[config.mk]
export PLATFORM = sky130hd
export DESIGN_NAME = beep_sequencer
export DESIGN_NICKNAME = d
export VERILOG_FILES = /design/src/rtl/beep_seq_pkg.sv /design/src/rtl/beep_seq_prio_enc.sv /design/src/rtl/beep_sequencer.sv
export SDC_FILE = /design/constraint.sdc
export NUM_CORES = 1
export LEC_CHECK = 0
export CAP_MARGIN = 20
export CORE_MARGIN = 4
export CORE_UTILIZATION = 47
export DETAILED_ROUTE_END_ITERATION = 10
export PLACE_DENSITY = 0.83
export SLEW_MARGIN = 20
export SYNTH_ARGS = -nofsm -noshare
export SYNTH_HDL_FRONTEND = slang
export SYNTH_HIERARCHICAL = 1
export SYNTH_SLANG_ARGS = --single-unit
[constraint.sdc]
create_clock -name clk -period 3.2 [get_ports clk]
set_clock_uncertainty 0.05 [all_clocks]
set_input_delay 0.32 -clock clk [delete_from_list [all_inputs] [get_ports clk]]
set_output_delay 0.32 -clock clk [all_outputs]
set_load 0.05 [all_outputs]
[src/rtl/beep_seq_pkg.sv]
`default_nettype none
// +----------------------------------------------------------------------+
// | Package     : beep_seq_pkg                                           |
// | Description : Shared types and defaults for the beep sequencer:      |
// |               sequencer state encoding and default gap length.       |
// | Revision    : 1.0 - initial release                                  |
// +----------------------------------------------------------------------+
package beep_seq_pkg;

    // Sequencer states; explicit 2-bit encoding.
    typedef enum logic [1:0] {
        IDLE = 2'd0,
        PLAY = 2'd1,
        GAP  = 2'd2
    } beep_seq_state_t;

    // 10 ms of silence at 48 kHz lets the RC envelope decay between beeps.
    localparam int DEFAULT_GAP_SAMPLES = 480;

endpackage : beep_seq_pkg
`default_nettype wire

[src/rtl/beep_seq_prio_enc.sv]
`default_nettype none
// +----------------------------------------------------------------------+
// | Module      : beep_seq_prio_enc                                      |
// | Description : Combinational fixed-priority encoder, lowest index     |
// |               wins. Produces a valid flag, the winning index and a   |
// |               one-hot copy of the winner.                            |
// | Revision    : 1.0 - initial release                                  |
// +----------------------------------------------------------------------+
module beep_seq_prio_enc #(
    parameter int N     = 4,
    parameter int IDX_W = $clog2(N)
) (
    input  logic [N-1:0]     vec,
    output logic             valid,
    output logic [IDX_W-1:0] idx,
    output logic [N-1:0]     onehot
);

    // Scan from the top down so the lowest set bit is the last one written.
    always_comb begin
        valid  = |vec;
        idx    = '0;
        onehot = '0;
        for (int i = N - 1; i >= 0; i--) begin
            if (vec[i]) begin
                idx       = IDX_W'(i);
                onehot    = '0;
                onehot[i] = 1'b1;
            end
        end
    end

endmodule : beep_seq_prio_enc
`default_nettype wire

[src/rtl/beep_sequencer.sv]
`default_nettype none
// +----------------------------------------------------------------------+
// | Module      : beep_sequencer                                         |
// | Description : Fixed-priority arbiter and sequencer for the single    |
// |               beep voice. Grants one requester at a time, gates      |
// |               beep_en for that requester's duration in audio         |
// |               samples, then holds a silent gap before the next       |
// |               grant. Lower index preempts, same index retriggers.    |
// |               Build option BEEP_SEQ_QUEUE_EN: keep one pending bit   |
// |               per requester instead of dropping losing requests.     |
// | Revision    : 1.0 - initial release                                  |
// +----------------------------------------------------------------------+
module beep_sequencer
    import beep_seq_pkg::*;
#(
    parameter int NUM_REQ     = 4,
    parameter int DUR_W       = 16,
    parameter int GAP_SAMPLES = DEFAULT_GAP_SAMPLES
) (
    input  logic                       clk,
    input  logic                       I_RST,
    input  logic                       audio_clk_en,
    input  logic [NUM_REQ-1:0]         req,
    input  logic [NUM_REQ*DUR_W-1:0]   req_dur,
    output logic [NUM_REQ-1:0]         ack,
    output logic [NUM_REQ-1:0]         dropped,
    output logic                       beep_en,
    output logic [$clog2(NUM_REQ)-1:0] active_id,
    output logic                       busy,
    output logic                       done
);

    localparam int               c_id_w     = $clog2(NUM_REQ);
    localparam logic             c_gap_en   = (GAP_SAMPLES != 0);
    localparam logic [DUR_W-1:0] c_gap_load = DUR_W'(GAP_SAMPLES);
    localparam logic [DUR_W-1:0] c_cnt_one  = DUR_W'(1);

    beep_seq_state_t     r_state;
    beep_seq_state_t     w_state_next;
    beep_seq_state_t     w_exit_state;
    logic [DUR_W-1:0]    r_cnt;
    logic [DUR_W-1:0]    w_cnt_next;
    logic [DUR_W-1:0]    w_exit_cnt;
    logic [c_id_w-1:0]   r_active_id;
    logic [c_id_w-1:0]   w_active_next;
    logic [NUM_REQ-1:0]  r_pend;
    logic [NUM_REQ-1:0]  w_pend_next;
    logic [NUM_REQ-1:0]  r_ack;
    logic [NUM_REQ-1:0]  w_ack_next;
    logic [NUM_REQ-1:0]  r_drop;
    logic [NUM_REQ-1:0]  w_drop_next;
    logic                r_beep;
    logic                w_beep_next;
    logic                r_busy;
    logic                w_busy_next;
    logic                r_done;
    logic                w_done_next;
    logic                w_grant;
    logic                w_done_evt;

    logic [NUM_REQ-1:0]  w_cand;
    logic                w_win_valid;
    logic [c_id_w-1:0]   w_win_idx;
    logic [NUM_REQ-1:0]  w_win_oh;
    logic [DUR_W-1:0]    w_win_dur;

    // Fresh triggers and anything still waiting compete together.
    assign w_cand    = req | r_pend;
    assign w_win_dur = req_dur[w_win_idx*DUR_W +: DUR_W];

    // A completed beep goes through the gap unless the gap is disabled.
    assign w_exit_state = c_gap_en ? GAP : IDLE;
    assign w_exit_cnt   = c_gap_en ? c_gap_load : '0;

    beep_seq_prio_enc #(
        .N     (NUM_REQ),
        .IDX_W (c_id_w)
    ) u_prio_enc (
        .vec    (w_cand),
        .valid  (w_win_valid),
        .idx    (w_win_idx),
        .onehot (w_win_oh)
    );

    // State, counter and output registers.
    always_ff @(posedge clk) begin
        if (I_RST) begin
            r_state     <= IDLE;
            r_cnt       <= '0;
            r_active_id <= '0;
            r_pend      <= '0;
            r_ack       <= '0;
            r_drop      <= '0;
            r_beep      <= 1'b0;
            r_busy      <= 1'b0;
            r_done      <= 1'b0;
        end else begin
            r_state     <= w_state_next;
            r_cnt       <= w_cnt_next;
            r_active_id <= w_active_next;
            r_pend      <= w_pend_next;
            r_ack       <= w_ack_next;
            r_drop      <= w_drop_next;
            r_beep      <= w_beep_next;
            r_busy      <= w_busy_next;
            r_done      <= w_done_next;
        end
    end

    // Next state: grants, preemption/retrigger, countdown and completion.
    always_comb begin
        w_state_next  = r_state;
        w_cnt_next    = r_cnt;
        w_active_next = r_active_id;
        w_grant       = 1'b0;
        w_done_evt    = 1'b0;
        case (r_state)
            IDLE: begin
                if (w_win_valid) begin
                    w_grant = 1'b1;
                    if (w_win_dur == '0) begin
                        // Zero-length beep completes on the spot.
                        w_done_evt = 1'b1;
                    end else begin
                        w_state_next  = PLAY;
                        w_cnt_next    = w_win_dur;
                        w_active_next = w_win_idx;
                    end
                end
            end
            PLAY: begin
                // Equal index retriggers, lower index preempts; both beat
                // a completion landing in the same cycle.
                if (w_win_valid && (w_win_idx <= r_active_id)) begin
                    w_grant       = 1'b1;
                    w_active_next = w_win_idx;
                    if (w_win_dur == '0) begin
                        w_done_evt   = 1'b1;
                        w_state_next = w_exit_state;
                        w_cnt_next   = w_exit_cnt;
                        if (!c_gap_en) begin
                            w_active_next = '0;
                        end
                    end else begin
                        w_cnt_next = w_win_dur;
                    end
                end else if (audio_clk_en) begin
                    if (r_cnt <= c_cnt_one) begin
                        w_done_evt   = 1'b1;
                        w_state_next = w_exit_state;
                        w_cnt_next   = w_exit_cnt;
                        if (!c_gap_en) begin
                            w_active_next = '0;
                        end
                    end else begin
                        w_cnt_next = r_cnt - c_cnt_one;
                    end
                end
            end
            GAP: begin
                // The gap is never cut short; requests here wait or drop.
                if (audio_clk_en) begin
                    if (r_cnt <= c_cnt_one) begin
                        w_state_next  = IDLE;
                        w_cnt_next    = '0;
                        w_active_next = '0;
                    end else begin
                        w_cnt_next = r_cnt - c_cnt_one;
                    end
                end
            end
            default: begin
                w_state_next  = IDLE;
                w_cnt_next    = '0;
                w_active_next = '0;
            end
        endcase
    end

    // Registered-output next values and pending/drop bookkeeping.
    always_comb begin
        w_ack_next  = w_grant ? w_win_oh : '0;
        w_done_next = w_done_evt;
        w_beep_next = (w_state_next == PLAY);
        w_busy_next = (w_state_next != IDLE);
`ifdef BEEP_SEQ_QUEUE_EN
        w_pend_next = (r_pend | req) & ~w_ack_next;
        w_drop_next = '0;
`else
        w_pend_next = '0;
        w_drop_next = req & ~w_ack_next;
`endif
    end

    assign ack       = r_ack;
    assign dropped   = r_drop;
    assign beep_en   = r_beep;
    assign active_id = r_active_id;
    assign busy      = r_busy;
    assign done      = r_done;

endmodule : beep_sequencer
`default_nettype wire

[Word-level counts from Yosys, hierarchy flattened]
Index checks and enable logic that the tools add are counted.
Cells by class
  bitwise logic cells: 2
  reductions and logical operators: 7
  $add $sub $neg: 1
  multiplexer cells: 42
  shift-type cells: 1
  equality and inequality tests: 9
  $lt $le $gt $ge: 2
Operator list (count)
  two-way mux 16 bit: 8
  variable part select 64 x 7 -> 16 bit: 1
  one-hot mux 16 bit (3 select lines): 1
  two-way mux 2 bit: 17
  two-way mux 4 bit: 5
  <= comparator 16 x 1 -> 1 bit (second input constant): 1
  zero test 16 bit: 1
  subtractor 16 x 1 -> 16 bit (second input constant): 1
  one-hot mux 2 bit (3 select lines): 2
  != test 2 bit (second input constant): 5
  two-way mux 1 bit: 7
  AND reduction 5 bit: 1
  AND 4 bit: 1
  == test 2 x 1 -> 1 bit (second input constant): 2
  inverter 4 bit: 1
  one-hot mux 1 bit (2 select lines): 2
  AND reduction 4 bit: 1
  OR reduction 4 bit: 1
  != test 3 bit (second input constant): 1
  == test 2 bit (second input constant): 1
  <= comparator 2 bit: 1
  zero test 2 bit: 1
  nonzero test 2 bit: 1
  logical AND 1 bit: 1
Word-level totals
  logic and storage cells: 72
  bits in registers: 31
  output and inout port bits: 13
  input bits: 71

[Depth between registers and ports, before layout]
  depth after elaboration: 11
  gate-level depth with buffers: 14
  mapped depth without buffers: 10

[Hierarchy]
Netlist, hierarchy kept.
Modules (own cells, without submodules)
  beep_sequencer: cells each 268, instances 1, sequential area each 620.6 um^2, area each 2544.9 um^2
  beep_seq_prio_enc: cells each 11, instances 1, sequential area each 0.0 um^2, area each 61.3 um^2

[Worst setup path before layout]
No wires, ideal clock.
  kind: reg2reg
  start point: register r_active_id[1] (netlist: active_id[1])
  end point: register r_cnt[10]
  clock period less this slack: 2.765 ns
  required time: 3.018 ns
  path buffers: 2
  library setup time: 0.132 ns
  cell stages (with the launch flop): 11
  data arrival time: 2.583 ns
  path slack: 0.435 ns
  cell sequence: dfxtp_1 -> inv_1 -> ha_1 -> nor2b_1 -> o21ai_0 -> a21o_1 -> clkbuf_1 -> clkbuf_1 -> a211oi_1 -> o32ai_1 -> a21oi_1
On the way
  word-level cells in the longest chain between the ends: 4
  elaborated cells between the ends (all ways): 6
  those cells by class: order compare (1); eq/ne (1); mux (2); reduce/logical (2)
RTL lines
  start, declared: RTL line beep_sequencer.sv:44  | logic [c_id_w-1:0] r_active_id;
  start signal, assigned: RTL line beep_sequencer.sv:100  | r_active_id <= w_active_next;
  <= comparator 2 bit (*): RTL line beep_sequencer.sv:134  | if (w_win_valid && (w_win_idx <= r_active_id)) begin
  logical AND 1 bit (*): RTL line beep_sequencer.sv:134
  != test 3 bit (no line) or two-way mux 16 bit (tied branches)
  AND reduction 4 bit (no line) or one-hot mux 16 bit (3 select lines) (tied branches)
  end signal, assigned: RTL line beep_sequencer.sv:99  | r_cnt <= w_cnt_next;
  end, declared: RTL line beep_sequencer.sv:41  | logic [DUR_W-1:0] r_cnt;
Mark *: on every way between the ends. The rest lies on a longest branch, timed or not.
A chain may end at the register's enable or synchronous reset.

[Worst setup path after layout]
  start point: input port req[3]
  end point: register r_busy (netlist: busy)
On the way
  word-level cells in the longest chain between the ends: 10
  elaborated cells between the ends (all ways): 15
  those cells by class: order compare (1); shift (1); mux (9); reduce/logical (4)
RTL lines
  start, declared: RTL line beep_sequencer.sv:23  | input logic [NUM_REQ-1:0] req,
  two-way mux 2 bit (*) (4 in series): RTL line beep_seq_prio_enc.sv:25  | if (vec[i]) begin
  net w_win_idx[0]: RTL line beep_sequencer.sv:63  | logic [c_id_w-1:0] w_win_idx;
  variable part select 64 x 7 -> 16 bit: RTL line beep_sequencer.sv:69  | assign w_win_dur = req_dur[w_win_idx*DUR_W +: DUR_W];
  zero test 16 bit: RTL line beep_sequencer.sv:121, beep_sequencer.sv:137
  two-way mux 2 bit, on equally long branches: RTL line beep_sequencer.sv:137, beep_sequencer.sv:121
  two-way mux 2 bit, on equally long branches: RTL line beep_sequencer.sv:134, beep_sequencer.sv:119
  one-hot mux 2 bit (3 select lines) (*): RTL line beep_sequencer.sv:117  | case (r_state)
  nonzero test 2 bit (*): RTL line beep_sequencer.sv:185  | w_busy_next = (w_state_next != IDLE);
  end signal, assigned: RTL line beep_sequencer.sv:105  | r_busy <= w_busy_next;
  end, declared: RTL line beep_sequencer.sv:54  | logic r_busy;
Mark *: on every way through the listed nets, which the timed path passes. The rest lies on a longest branch.

==> impl_metrics.py <==
metrics = {
    "pwr": {
        "cellLeakagePower_nw": 1.381,
        "swShare_pct": 36.95,
        "internal_power_uw": 951.9,
        "clockPowerShare_pct": 21.0,
        "p_total_mw": 1.510,
        "power_frac_comb_pct": 47.2,
        "power_switching_uw": 557.9,
        "power_frac_seq_pct": 31.8,
        "peakVddDrop_v": 0.0002210,
        "p_per_area_nw_per_um2": 389.4,
    },
    "cells_and_area": {
        "multi_input_area_um2": 1889,
        "fin_nets": 460,
        "fillCellCount": 332,
        "syn2layout_area_growth_pct": 48.78,
        "final-seq-area_um2": 620.6,
        "drive_gt1_share_pct": 20.52,
        "diodes": 0,
    },
    "die": {
        "die_x_um": 82.47,
        "dieArea_um2": 6800,
        "start_util_pct": 49.76,
        "ios": 84,
        "row_count": 26,
        "die_h_um": 82.47,
        "core_area_um2": 5238,
    },
    "clocking": {
        "cts_tree": "built",
        "clock_latency_ps": 290,
        "cts_buffer_depth": 2,
        "cts_buffers": 5,
        "root_buffer": "clkbuf_8",
        "path_clk_slew_ps": 70,
        "cts_hold_buf": 0,
        "clkSinkCount": 31,
        "ctsHtreeMaxLevel": 2,
    },
    "timing": {
        "period_minus_slack_ps": 3144,
        "tns_ps": 0,
        "max_freq_mhz": 318.1,
        "final.period_utilization_pct": 98.25,
        "slew_violations": 0,
        "worst_pin_slew_ps": 924.7,
        "setup_viol": 0,
        "hold_viol_final": 0,
        "layout_setup_ws_ps": 55.92,
        "relSlewSlack_pct": 38.16,
    },
    "placement": {
        "dpl.hpwl_um": 6547,
        "gp_congestion": 0.8561,
        "place_ws_ps": -279.2,
        "portBuffers": 83,
    },
    "global_route": {
        "grt_antenna_before_repair": 0,
        "grt_remaining_overflow": 0,
        "grt_pass1_vias": 2751,
        "grt_max_degree": 29,
        "grtUsageTotal_pct": 25.59,
        "grt_pass1_wl_um": 13220,
    },
    "drt": {
        "dr.pass1.iters": 5,
        "wl_per_cell_um": 19.37,
        "drt_iter0_markers": 324,
        "vias_per_cell": 6.235,
        "drc": 0,
        "wl_um": 8814,
        "ant_nets": 0,
        "vias": 2837,
    },
    "synth": {
        "post_synth.cell_area_avg_um2": 9.341,
        "syn-cell-area_um2": 2606,
        "syn_inst": 279,
        "synth_seq_cells": 31,
        "synth_nets": 354,
        "ys_warn_count": 6,
        "synth_cell_types": 48,
        "seq_area_frac_synth_pct": 23.81,
    },
    "min_path": {
        "hp-start": "r_cnt[1]",
        "hold-path-cell-count": 2,
        "holdCritPathClass": "flop to flop",
    },
    "critical_path": {
        "rrSetupSlack_ps": 480,
        "startpoint_type": "input pin",
        "r2r_end": "r_cnt[9]",
        "criticalPathCategory": "input pin to flop",
        "crit_path_end_kind": "flop",
        "worst-path-max-fanout": 14,
        "critPathRequiredTime_ps": 3280,
        "arrival_ps": 3230,
        "endpoint": "busy",
        "startpoint": "req[3]",
        "reg2reg_depth": 6,
        "r2r_start": "r_cnt[6]",
    },
    "job": {
        "cap_violations": 0,
    },
    "outcome": {
        "status": "finished clean",
    },
}
-- how the worst min path moves through the flow --
stage	to	slack, ps
2_1_floorplan	dropped[0]	400
3_3_place_gp	r_cnt[1]	420
3_5_place_dp	r_cnt[1]	430
4_1_cts	r_cnt[1]	440
5_1_grt	r_cnt[1]	460
6_report	r_cnt[1]	440
-- power groups by stage --
| stage | clock (mW) | sequential, mW | combinational (mW) |
|---|---|---|---|
| after detailed placement | 0 | 0.488 | 0.684 |
| after global placement | 0 | 0.485 | 0.665 |
| after floorplan | 0 | 0.509 | 0.389 |
| after CTS | 0.317 | 0.479 | 0.691 |
| after global routing | 0.334 | 0.486 | 0.764 |
| final | 0.316 | 0.480 | 0.713 |
-- critical path: stages --
cell	delay, ps
clkdlybuf4s50_1	540
nand2b_4	80
a21oi_2	180
buf_12	180
buf_4	150
mux4_2	570
nor4_4	330
nand4_2	200
or2_1	290
a31oi_2	270
a31oi_1	110
-- cells in the final DEF, fill, tap and decap left out, types with 6 or more instances in the layout --
cell,count
a211oi_1,15
a21oi_1,25
and2_1,13
buf_4,33
clkbuf_8,6
clkdlybuf4s50_1,83
dfxtp_1,31
inv_1,6
mux4_2,12
nand2_1,21
nand2b_1,8
nor2_1,13
nor3b_1,16
o32ai_1,12
xor2_1,10
-- registers in the layout, summed over array words and instances, names as in the netlist --
name and flops:
dropped 4, busy 1, ack 4, r_state 2, r_cnt 16, done 1
beep_en 1, active_id 2
-- routing by layer --
layer | track usage, % | vias to the layer above | routed length [um] | part of all wire, %
met5 | 0 | - | 0 | 0
met3 | 4.013 | 36 | 752 | 8.5
met2 | 43.83 | 188 | 4347 | 49
met4 | 10.13 | 0 | 301 | 3.4
li1 | - | 1283 | - | -
met1 | 32.01 | 1330 | 3413 | 39
-- timing repair --
item	CTS	global route
hold endpoints to repair	0	0
setup endpoints to repair	0	21
buffers inserted	0	0
resized for setup	0	9
-- synthesized netlist by cell type, drive strengths merged --
cell type,n,share of area (%)
or4b,1,0.38
o31ai,5,1.4
nand4,5,1.4
a211oi,15,4.3
nand3,4,0.77
or2,3,0.72
xor2,10,3.4
nor2,14,2.0
nor2b,4,0.96
ha,4,1.9
a221oi,1,0.34
nor4,9,5.2
a41oi,1,0.62
o21a,1,0.29
o21ai,4,0.77
inv,6,0.86
o22ai,2,0.48
clkbuf,13,1.9
xnor2,3,1.0
a21oi,26,5.0
or4,2,0.58
dfxtp,31,24
o32ai,12,4.0
a21o,2,0.58
mux4,16,15
nand2b,9,2.4
nor3,3,0.58
nand4b,3,1.6
o2bb2ai,1,1.1
a31oi,3,0.72
o41ai,1,1.1
and2,13,3.1
nand3b,5,1.4
nor3b,16,4.6
nand2,22,3.3
buf,9,2.8
-- layout make-up --
type                            instances  area share (%)
Clock buffer                            6           2.130
Inverter                                6          0.5808
Multi-Input combinational cell        220           48.73
Timing Repair Buffer                  121           30.17
Sequential cell                        31           16.01
Clock inverter                          1          0.1291
Tap cell                               70           2.259
-- logic make-up (layout without fill, tap and decap cells) --
kind of cell	Yosys count	in the layout	synth area share, %
mux	16	16	14.55
xor+xnor	13	13	4.369
fa+ha+maj	4	4	1.920
compound gates	74	74	20.69
flops	31	31	23.81
buf+inv	28	134	5.569
simple gates	113	113	29.09
-- through the flow --
| stage | std cells | area (um2) | hold slack (ps) | util, % |
|---|---|---|---|---|
| floorplan | 279 | 2606 | 399.8 | - |
| detailed placement | 448 | 3746 | 426.9 | 71.52 |
| global placement | 448 | 3746 | 419.2 | 71.52 |
| global route | 455 | 3877 | 464.9 | 74.03 |
| CTS | 455 | 3834 | 436.0 | 73.20 |
| finish | 455 | 3877 | 440.7 | 74.03 |
Power figures use the tool's default switching activity.
